===== src/rtl/hazard_stall_controller.sv =====
// hazard_stall_controller
// Pipeline sequencing controller for the 5-stage MIPS datapath.
// Detects load-use hazards, flushes wrong-path instructions after a taken
// branch resolved in EX, and freezes the front of the pipeline while a
// multi-cycle multiply occupies EX.
// Optional statistics counters are built when the macro HAZARD_STATS_EN is
// defined; otherwise Stall_Count and Flush_Count are tied to zero.

module hazard_stall_controller #(
   parameter int MUL_LATENCY = 4,
   parameter int CNT_W       = 4,
   parameter int STAT_W      = 16
) (
   input  logic              Clk,
   input  logic              Rst_n,
   input  logic              ID_EX_MemRead,
   input  logic [4:0]        ID_EX_rt,
   input  logic [4:0]        IF_ID_rs,
   input  logic [4:0]        IF_ID_rt,
   input  logic              IF_ID_UsesRt,
   input  logic              Branch_Taken,
   input  logic              Mul_Start,
   output logic              PC_Write,
   output logic              IF_ID_Write,
   output logic              ID_EX_Write,
   output logic              IF_ID_Flush,
   output logic              ID_EX_Bubble,
   output logic              EX_MEM_Bubble,
   output logic              Mul_Done,
   output logic [STAT_W-1:0] Stall_Count,
   output logic [STAT_W-1:0] Flush_Count
);

   typedef enum logic {
      RUN      = 1'b0,
      MUL_WAIT = 1'b1
   } state_t;

   // Value loaded into the wait counter on Mul_Start: the Mul_Start cycle is
   // the first hold cycle, so MUL_WAIT needs MUL_LATENCY-2 more before release.
   localparam logic [CNT_W-1:0] CNT_LOAD = CNT_W'(MUL_LATENCY - 2);

   state_t           state;
   state_t           next_state;
   logic [CNT_W-1:0] cnt;
   logic [CNT_W-1:0] next_cnt;
   logic             load_use;

   // Load-use hazard: a load in EX writes a register the ID instruction reads.
   always_comb begin
      load_use = ID_EX_MemRead && (ID_EX_rt != 5'd0) &&
                 ((IF_ID_rs == ID_EX_rt) ||
                  (IF_ID_UsesRt && (IF_ID_rt == ID_EX_rt)));
   end

   // State register and multiply wait counter.
   always_ff @(posedge Clk or negedge Rst_n) begin
      if (!Rst_n) begin
         state <= RUN;
         cnt   <= '0;
      end else begin
         state <= next_state;
         cnt   <= next_cnt;
      end
   end

   // Next-state and Mealy outputs; everything is forced low while in reset.
   always_comb begin
      next_state    = state;
      next_cnt      = cnt;
      PC_Write      = 1'b0;
      IF_ID_Write   = 1'b0;
      ID_EX_Write   = 1'b0;
      IF_ID_Flush   = 1'b0;
      ID_EX_Bubble  = 1'b0;
      EX_MEM_Bubble = 1'b0;
      Mul_Done      = 1'b0;

      case (state)
         RUN: begin
            PC_Write    = 1'b1;
            IF_ID_Write = 1'b1;
            ID_EX_Write = 1'b1;
            if (Branch_Taken) begin
               IF_ID_Flush  = 1'b1;
               ID_EX_Bubble = 1'b1;
            end else if (Mul_Start) begin
               PC_Write      = 1'b0;
               IF_ID_Write   = 1'b0;
               ID_EX_Write   = 1'b0;
               EX_MEM_Bubble = 1'b1;
               next_cnt      = CNT_LOAD;
               next_state    = MUL_WAIT;
            end else if (load_use) begin
               PC_Write     = 1'b0;
               IF_ID_Write  = 1'b0;
               ID_EX_Bubble = 1'b1;
            end
         end

         MUL_WAIT: begin
            if (cnt != '0) begin
               EX_MEM_Bubble = 1'b1;
               next_cnt      = cnt - CNT_W'(1);
            end else begin
               PC_Write    = 1'b1;
               IF_ID_Write = 1'b1;
               ID_EX_Write = 1'b1;
               Mul_Done    = 1'b1;
               next_state  = RUN;
            end
         end

         default: begin
            next_state = RUN;
            next_cnt   = '0;
         end
      endcase

      if (!Rst_n) begin
         PC_Write      = 1'b0;
         IF_ID_Write   = 1'b0;
         ID_EX_Write   = 1'b0;
         IF_ID_Flush   = 1'b0;
         ID_EX_Bubble  = 1'b0;
         EX_MEM_Bubble = 1'b0;
         Mul_Done      = 1'b0;
      end
   end

`ifdef HAZARD_STATS_EN
   logic [STAT_W-1:0] stall_cnt;
   logic [STAT_W-1:0] flush_cnt;
   logic              stall_ev;
   logic              flush_ev;

   // Both stall kinds (load-use and multiply hold) are exactly the cycles
   // where the PC is frozen; flushes are exactly the IF_ID_Flush cycles.
   always_comb begin
      stall_ev = Rst_n && !PC_Write;
      flush_ev = IF_ID_Flush;
   end

   // Saturating statistics counters, cleared only by reset.
   always_ff @(posedge Clk or negedge Rst_n) begin
      if (!Rst_n) begin
         stall_cnt <= '0;
         flush_cnt <= '0;
      end else begin
         if (stall_ev && (stall_cnt != '1))
            stall_cnt <= stall_cnt + STAT_W'(1);
         if (flush_ev && (flush_cnt != '1))
            flush_cnt <= flush_cnt + STAT_W'(1);
      end
   end

   assign Stall_Count = stall_cnt;
   assign Flush_Count = flush_cnt;
`else
   assign Stall_Count = '0;
   assign Flush_Count = '0;
`endif

endmodule


===== config.mk =====
export PLATFORM = sky130hd
export DESIGN_NAME = hazard_stall_controller
export DESIGN_NICKNAME = d
export VERILOG_FILES = /design/src/rtl/hazard_stall_controller.sv
export SDC_FILE = /design/constraint.sdc
export NUM_CORES = 1
export LEC_CHECK = 0
export BUFFER_PORTS_ARGS = -buffer_cell sky130_fd_sc_hd__buf_2
export CAP_MARGIN = 15
export CORE_MARGIN = 4
export CORE_UTILIZATION = 34
export CTS_CLUSTER_DIAMETER = 120
export DETAILED_ROUTE_END_ITERATION = 7
export MAX_ROUTING_LAYER = met4
export PLACE_DENSITY = 0.84
export SETUP_SLACK_MARGIN = 0.15
export SLEW_MARGIN = 20
export SYNTH_ARGS = -nofsm -noshare
export SYNTH_HDL_FRONTEND = slang
export SYNTH_SLANG_ARGS = --single-unit

===== constraint.sdc =====
create_clock -name Clk -period 1.8 [get_ports Clk]
set_input_delay 0.27 -clock Clk [delete_from_list [all_inputs] [get_ports Clk]]
set_output_delay 0.27 -clock Clk [all_outputs]
set_load 0.005 [all_outputs]

[Word level (Yosys, flattened, before mapping)]
Cells that the tools add are included.
Word-level totals
  register bits after elaboration: 5
  output and inout bits: 39
Cells by class
  add/sub/neg operators: 1
  eq/ne operators: 5
  muxes and demuxes: 29
  bitwise operators: 1
  reduce and logical (&&, ||, !) cells: 7
Operators by type and width (number)
  2-to-1 mux 1 bit: 22
  2-to-1 mux 4 bit: 3
  equality test 5 bit: 2
  case mux 4 bit (2 select lines): 1
  case mux 1 bit (2 select lines): 3
  nonzero test 5 bit: 1
  != test 2 bit (second input constant): 2
  nonzero test 4 bit: 1
  subtractor 4 x 1 -> 4 bit (second input constant): 1
  logical AND 1 bit: 3
  AND reduction 3 bit: 1
  != test 2 x 1 -> 1 bit (second input constant): 1
  logical OR 1 bit: 1
  NOT 1 bit: 1

[Logic depth before layout (Yosys ltp)]
Gate-level depths: netlist of run 1.
  word-level depth: 9
  gate-level depth with buffers: 7

[Least setup slack after synthesis of run 1]
OpenSTA, ideal clock, no wires.
  path type: register to output
  start: register cnt[0]
  end: output PC_Write
  data arrival time: 1.646 ns
  path slack: -0.116 ns
  stages on the path, launching flop included: 8
  cells stage by stage: dfrtp_1 > inv_1 > ha_1 > or3b_4 > a21oi_4 > and2_4 > o41a_1 > buf_4
On the way
  longest elaborated chain between the ends: 4
RTL lines
  start, declared: line 45  | logic [CNT_W-1:0] cnt;
  start signal, assigned: line 63  | cnt <= next_cnt;
  nonzero test 4 bit: line 102  | if (cnt != '0) begin
  2-to-1 mux 1 bit
  case mux 1 bit (2 select lines)
  2-to-1 mux 1 bit
  end, declared: line 23  | output logic PC_Write,
No other way between the ends.

[Worst setup path after layout of run 1]
  start: register cnt[1]
  end: output PC_Write
On the way
  longest elaborated chain between the ends: 4
RTL lines
  nonzero test 4 bit: line 102
  2-to-1 mux 1 bit: line 102
  case mux 1 bit (2 select lines): line 79  | case (state)
  2-to-1 mux 1 bit: line 120  | if (!Rst_n) begin
No other way between the ends.

==> results, run 1 <==
- The run finished, with violations left.
- The final reports fail on negative setup slack.
- For this run, the number of Yosys warnings is 0.
- The area share of fa/ha/maj cells after synthesis is 1.75%.
- Yosys attributes the largest share of cell area to buf_4, dfrtp_1, xor2_1, nand2_1, nor3b_4.
- The total power of the final layout is between 1000 and 1500 uW.
- For the worst setup path, the data arrival time is 1.81 ns.
- The clock root buffer is clkbuf_4.
- Of the available clock period, the critical path in the final layout requires 115%.
- The most used flip-flop cell after synthesis is dfrtp_1.
- The synthesized design spends more area on one cell type than any other, namely buf_4.
- The clock reaches the later pin of the worst-skew pair after 0.25 ns.
- Across all setup checks in the final design, the least slack found is -0.276 ns.
- The number of global-route vias before repair is 548.
- The global router's overall resource usage is 12.4%.
- The combinational family with the most area after synthesis is buffers and inverters.
- The number of iterations in the first detailed-routing pass is 4.
- For this run, asynchronously set or reset flops after synthesis account for 100%.
- The die footprint is 2900 um^2.
- Of all nets on the critical path, the largest fanout is 2.
- The vertical die dimension is 53.9 um.
- The wire-length estimate of the detail-placed layout is about 1.4 mm.
- The simple-gate area share of the yosys netlist is 19.9%.
- Setup violations remaining at the end of the flow were counted as 5.
- Among all stages on the critical path, the largest delay is contributed by or3b_4.
- The number of buffers added by the clock tree synthesis step is 3.
- For this block, the initial DRC count from the detailed router was 11.
- The largest net degree at the start of global routing is 11.
- The tightest min-delay check is of the primary input to flop type.
- The number of nets in the layout is 150.
- Setup repair after global routing could not meet its margin everywhere.
- After detailed routing, the number of remaining DRC violations is 0.
- The number of cells on the worst reg-to-reg path is 8.
- The analysis attributes to cell leakage a power of slightly above 0.0005 uW.
- The worst-case IR drop observed on VDD is approximately 0.74 mV.
- The critical path is of the flop to output port type.
- The fmax is between 400 and 500 MHz.
- The total power per unit cell area is 1220 nW/um^2.
- The via density per instance is 4.14.
- Data on the critical path is required at its endpoint by 1.53 ns.
- The number of diodes added for antenna fixing is 0.
- The multiplexer share of the synthesized area is 0%.
- Dividing the detail-routed wire length by the instance count gives 12.5 um.
- The top cell type by area accounts for 34.6% of the synthesized area.
- The sum of routed wire length over all layers is just under 2 mm.
- The average instance area after synthesis is approximately 8.5 um^2.
- The clock skew is 0.00266 ns.
- The area growth from synthesis to layout is 31.6%.
- In this run the critical register-to-register path is launched from cnt[1].
- The standard-cell row count is 16.
- The number of antenna violations at the first check in global routing came to 0.
- After floorplanning, the core was sized to cover just under 2000 um^2.
- The first global-routing pass estimated 2.42 mm of wire.
- The capturing instance or port of the critical path is PC_Write.
- The final hold violation count is 0.
- The deepest clock path buffer count is 2.
- The clock sink count is 5.
- For this run the aggregate overflow at the end of global routing stands at 0.
- The number of flops mapped to enable cells by yosys is 0.
- The layout cell share with drive strength beyond 1 is a little under half.
- Routability-driven placement finished with a final weighted congestion of ~0.76.
- The post-synthesis instance area is 716 um^2.
- Sequential elements use 17.5% of the synthesized area.
- TritonCTS built the clock tree.
- The fraction of the mapped netlist area in compound gates is approximately a tenth.
- The minimum clock period after layout is between 2 and 2.5 ns.
- The count of vias placed by the detailed router is 637.
- The total of flip-flops plus latches after synthesis is 5.
- Of the total synthesized cell area, the portion taken by XOR and XNOR cells is 12.2%.
- Once detail routing completed, the nets flagged for antenna violations numbered 0.
- The number of max-cap violations is 0.
- The worst setup path is launched from a flop.
- The critical path capture point type is an output port.
- Clock-pin slew was measured on the worst setup and hold paths at ~0.04 ns.
- The worst flop-to-flop path endpoint is cnt[1].
- The library cell with the highest instance count after synthesis is buf_4.
- Measured along the x axis, the die boundary spans 53.9 um.
- The I/O pin count is 60.
- Synthesis instantiated 28 different standard cells from the library.
- Tracing the worst setup path back leads to its startpoint at cnt[1].
- The count of mapped cells out of synthesis is 84.
- For flop-to-flop paths, the worst setup slack is 0.11 ns.
- The number of H-tree levels is 1.
- The commonest cells after synthesis are buf_4, xor2_1, dfrtp_1, nand2_1.
- The largest single stage delay on the critical path is between 0.3 and 0.4 ns.
- The initial utilization of the core area, before any placement, comes to 36.1%.
- Buffers placed on the I/O ports in this run total 27.
- Before CTS, the worst setup slack after placement is -0.0628 ns.
- The final count of pins violating max slew is 0.
- Traced cell by cell, the critical path runs through inv_2 > ha_4 > or3b_4 > a21oi_4 > and2_4 > o41a_1 > buf_2.
- The fraction of the core area covered by cells at the end of the flow is between 40% and 50%.
## power by group
part           switching, uW  total, uW  internal (uW)
clock network           51.2        135           84.1
registers               62.4        234            171
logic                    335        776            441
total                    448       1150            697
## placed cells by master (no fill, tap or decap), types with 2 or more instances in the layout
cell type	n
conb_1	32
buf_2	26
buf_4	10
xor2_1	9
nand2_1	5
dfrtp_1	4
buf_6	4
clkbuf_4	3
inv_2	2
a21oi_2	2
## metrics by stage
step	cells	hold WS (ns)	instance area, um^2	TNS [ns]
5_1_grt	154	0.362	942	-1.63
2_1_floorplan	115	-0.0256	832	-0.0913
6_report	154	0.343	942	-1.18
4_1_cts	149	0.367	863	-1.09
3_5_place_dp	138	0.120	764	-0.123
3_3_place_gp	138	0.119	764	0
## flip-flops by register name, summed over array words and instances, names as in the netlist
signal  cells
cnt         4
state       1
## how the worst min path moves through the flow
| stage | startpoint | to | depth (start not counted) |
|---|---|---|---|
| after global placement | Rst_n | cnt[3] | 1 |
| after global routing | Branch_Taken | cnt[3] | 3 |
| after detailed placement | Rst_n | cnt[3] | 1 |
| final | Branch_Taken | cnt[3] | 3 |
| after CTS | Branch_Taken | cnt[2] | 3 |
| after floorplan | Rst_n | cnt[0] | 0 |
## cell families after synthesis
group	Yosys count
and+or+nand+nor	20
DFF	5
AOI/OAI and AO/OA	10
buffers and inverters	37
other	1
adders and majority gates	1
xor gates and xnor gates	10
## layer usage
metal  global-route usage, %  up-vias  part of all wire [%]
li1                        -      300                     -
met1                    12.3      291                    32
met2                    21.2       42                    55
met3                    2.77        4                   9.0
met4                    8.94        0                   3.0
met5                       -        -                     0
## worst max-delay path: cells and delay by family, from the launching register on
family	cells	cell delay, ns
buffers and inverters	2	0.21
adders and majority gates	1	0.12
and+or+nand+nor	2	0.55
AOI/OAI and AO/OA	2	0.29
DFF	1	0.38
## layout make-up
class	instances	area [um^2]
timing repair buffer	42	273
sequential	5	126
tap	27	33.8
inverter	3	11.3
multi-input combinational	73	472
clock buffer	4	26.3
fill	190	1040
## what timing repair did
action / CTS / global route
hold buffers: 1 / 0
buffers inserted: 6 / 6
hold endpoints to repair: 5 / 0
gates resized for setup: 7 / 10
pin swaps: 5 / 8
setup endpoints to repair: 7 / 9
Note: power is estimated with default switching activity, not from simulation.
==> run 2, diff against run 1 <==
--- a/config.mk
+++ b/config.mk
@@ -13,7 +13,7 @@
 export DETAILED_ROUTE_END_ITERATION = 7
 export MAX_ROUTING_LAYER = met4
 export PLACE_DENSITY = 0.84
-export SETUP_SLACK_MARGIN = 0.15
+export SETUP_SLACK_MARGIN = 0.2
 export SLEW_MARGIN = 20
 export SYNTH_ARGS = -nofsm -noshare
 export SYNTH_HDL_FRONTEND = slang
==> results, run 2 (synthesis results as in run 1) <==
- The flow ran to the end, but the final reports show violations.
- The final reports fail on negative setup slack.
- The clock reaches the later pin of the worst-skew pair after 0.25 ns.
- The number of max-cap violations is 0.
- Once the floorplan was initialized, standard cells occupied 36.1% of the core.
- The count of antenna-violating nets left after detailed routing is 0.
- The number of cells on the worst reg-to-reg path is 8.
- The number of antenna violations at the first check in global routing is 0.
- The overflow left after global routing is 0.
- The startpoint identified for the worst hold timing path is Branch_Taken.
- For the worst setup path, the data arrival time is about 1.8 ns.
- The deepest clock path buffer count is 2.
- 60 I/O pins were placed.
- The worst register-to-register path ends at cnt[1].
- The layout filler cell count is 187.
- The clock skew is 0.00420 ns.
- The total power per unit cell area is 1210 nW/um^2.
- The total power of the final layout is ~1100 uW.
- The post-route fraction of the period consumed by the critical path is 117%.
- The clock net in this run drives a total of 5 sinks.
- The first global-routing pass estimated 2.42 mm of wire.
- The register with the most flip-flops in the layout has 4 of them.
- The final hold violation count is 0.
- The worst setup path is captured at an output port.
- The classification of the worst-slack hold path is primary input to flop.
- The DRC violations left is 0.
- Buffers inserted during clock tree synthesis total 3.
- The number of buffers added on ports is 27.
- The final weighted congestion in routability-driven placement is approximately 0.76.
- The number of iterations in the first detailed-routing pass is 4.
- In the global route stage, overall resource usage came out at between 10% and 20%.
- The setup slack of the worst register-to-register path is 0.04 ns.
- The largest registers in the layout are cnt (4), state (1).
- The vertical die dimension is 53.9 um.
- After floorplanning, the core was sized to cover 1980 um^2.
- The cell count of the worst hold path is 3.
- Entering global routing, the biggest net connects 11 pins.
- The minimum clock period after layout is approximately 2.1 ns.
- The most common library cell in the layout ignoring fill and taps is conb_1.
- The final count of pins violating max slew is 0.
- In the layout the commonest cells are conb_1, buf_2, buf_4, xor2_1, nand2_1.
- Across the VDD grid, the largest voltage drop is 0.731 mV.
- The critical path's largest stage delay is 0.40 ns.
- The number of global-route vias before repair is about 550.
- Using the TritonRoute via totals, the vias-per-cell ratio works out to 4.21.
- The required arrival time at the worst endpoint is 1.53 ns.
- The worst setup path is launched from a flop.
- The post-DP HPWL is 1.38 mm.
- The violation count after the first detailed-routing iteration is 18.
- Tracing the worst setup path back leads to its startpoint at cnt[1].
- In this run the clock root is driven by a clkbuf_4.
- The number of nets in the layout is 150.
- The signal on the critical path passes through inv_2 > ha_4 > or3b_4 > a21oi_4 > and2_4 > o41a_1 > buf_2.
- The clock slew at the register clock pins of the worst setup and hold paths is 0.04 ns.
- In this run the core area contains 16 standard-cell rows.
- After detailed routing, the average wire length per cell comes to 12.6 um.
- The sum of routed wire length over all layers is 1.94 mm.
- The repair_antennas step left the layout with diodes totalling 0.
- The static leakage is 0.000510 uW.
- The final total negative setup slack is -1.37 ns.
- The layout cell share with drive strength beyond 1 is 45.7%.
- Derived from the worst setup path, the maximum achievable clock frequency is 475 MHz.
- By startpoint and endpoint, the worst setup path is classified as flop to output port.
- Across all setup checks in the final design, the least slack found is -0.306 ns.
- The register name with the most flops is cnt.
- The number of H-tree levels is 1.
- Setup repair after global routing could not meet its margin everywhere.
- The worst hold path terminates at cnt[3].
- The routed layout has 649 vias.
- TritonCTS built the clock tree.
- From left edge to right edge, the die measures approximately 54 um.
- The die footprint is about 2900 um^2.
- Setup violations remaining at the end of the flow were counted as 5.
- The slowest stage of the critical path belongs to the cell dfrtp_1.
- The startpoint of the lowest-slack register-to-register path is cnt[1].
- From synthesis to final layout, the design area changed by 31.1%.
- The critical-path maximum fanout is 2.
run 2: cell types whose count changed in the layout (fill, tap and decap cells not counted):
| cell | previous run | this run |
|---|---|---|
| buf_4 | 10 | 11 |
| buf_6 | 4 | 3 |
run 2: area by class of cell:
| class | instances | area [um^2] | area share [%] |
|---|---|---|---|
| inverter | 3 | 11.3 | 1.20 |
| tap | 27 | 33.8 | 3.60 |
| multi-input combinational | 73 | 472 | 50.3 |
| timing repair buffer | 42 | 269 | 28.7 |
| sequential | 5 | 126 | 13.5 |
| clock buffer | 4 | 26.3 | 2.80 |
run 2: through the flow:
step / worst slack [ns] / hold WS, ns / cells / cell area (um^2) / utilization (%)
CTS: -0.294 / 0.367 / 149 / 863 / 43.6
global route: -0.395 / 0.362 / 154 / 938 / 47.3
global placement: 0.0113 / 0.119 / 138 / 764 / 38.6
floorplan: -0.0913 / -0.0256 / 115 / 832 / -
detailed placement: -0.0628 / 0.120 / 138 / 764 / 38.6
finish: -0.306 / 0.350 / 154 / 938 / 47.3
run 2: worst max path at each step:
| stage | endpoint | cells past startpoint |
|---|---|---|
| 6_report | PC_Write | 7 |
| 3_3_place_gp | IF_ID_Write | 6 |
| 5_1_grt | PC_Write | 7 |
| 2_1_floorplan | PC_Write | 7 |
| 3_5_place_dp | PC_Write | 7 |
| 4_1_cts | PC_Write | 7 |
run 2: layer usage:
layer	vias up	global-route usage, %	wire length, um
met5	-	-	0
met2	49	21.2	1050
li1	297	-	-
met3	11	2.77	185
met1	292	12.3	638
met4	0	8.94	69
run 2: critical path, delay by kind of cell (launching register included):
kind | cells | cell delay, ns
AND/OR/NAND/NOR | 2 | 0.56
flip-flops | 1 | 0.40
adder cells (fa/ha/maj) | 1 | 0.12
AO/OA/AOI/OAI | 2 | 0.30
buffers and inverters | 2 | 0.22
run 2: power breakdown:
part / switching, uW / leakage [uW] / internal (uW)
sequential: 67.4 / 0.0000603 / 171
clock: 48.8 / 0.0000150 / 84.0
combinational: 333 / 0.000434 / 434
total: 449 / 0.000510 / 689
run 2: repair_timing:
item | CTS | global route
gates cloned | 0 | 0
pin swaps | 5 | 7
setup endpoints to repair | 7 | 10
buffers inserted | 6 | 5
hold buffers | 1 | 0
endpoints found under the hold margin | 5 | 0
gates resized for setup | 7 | 9
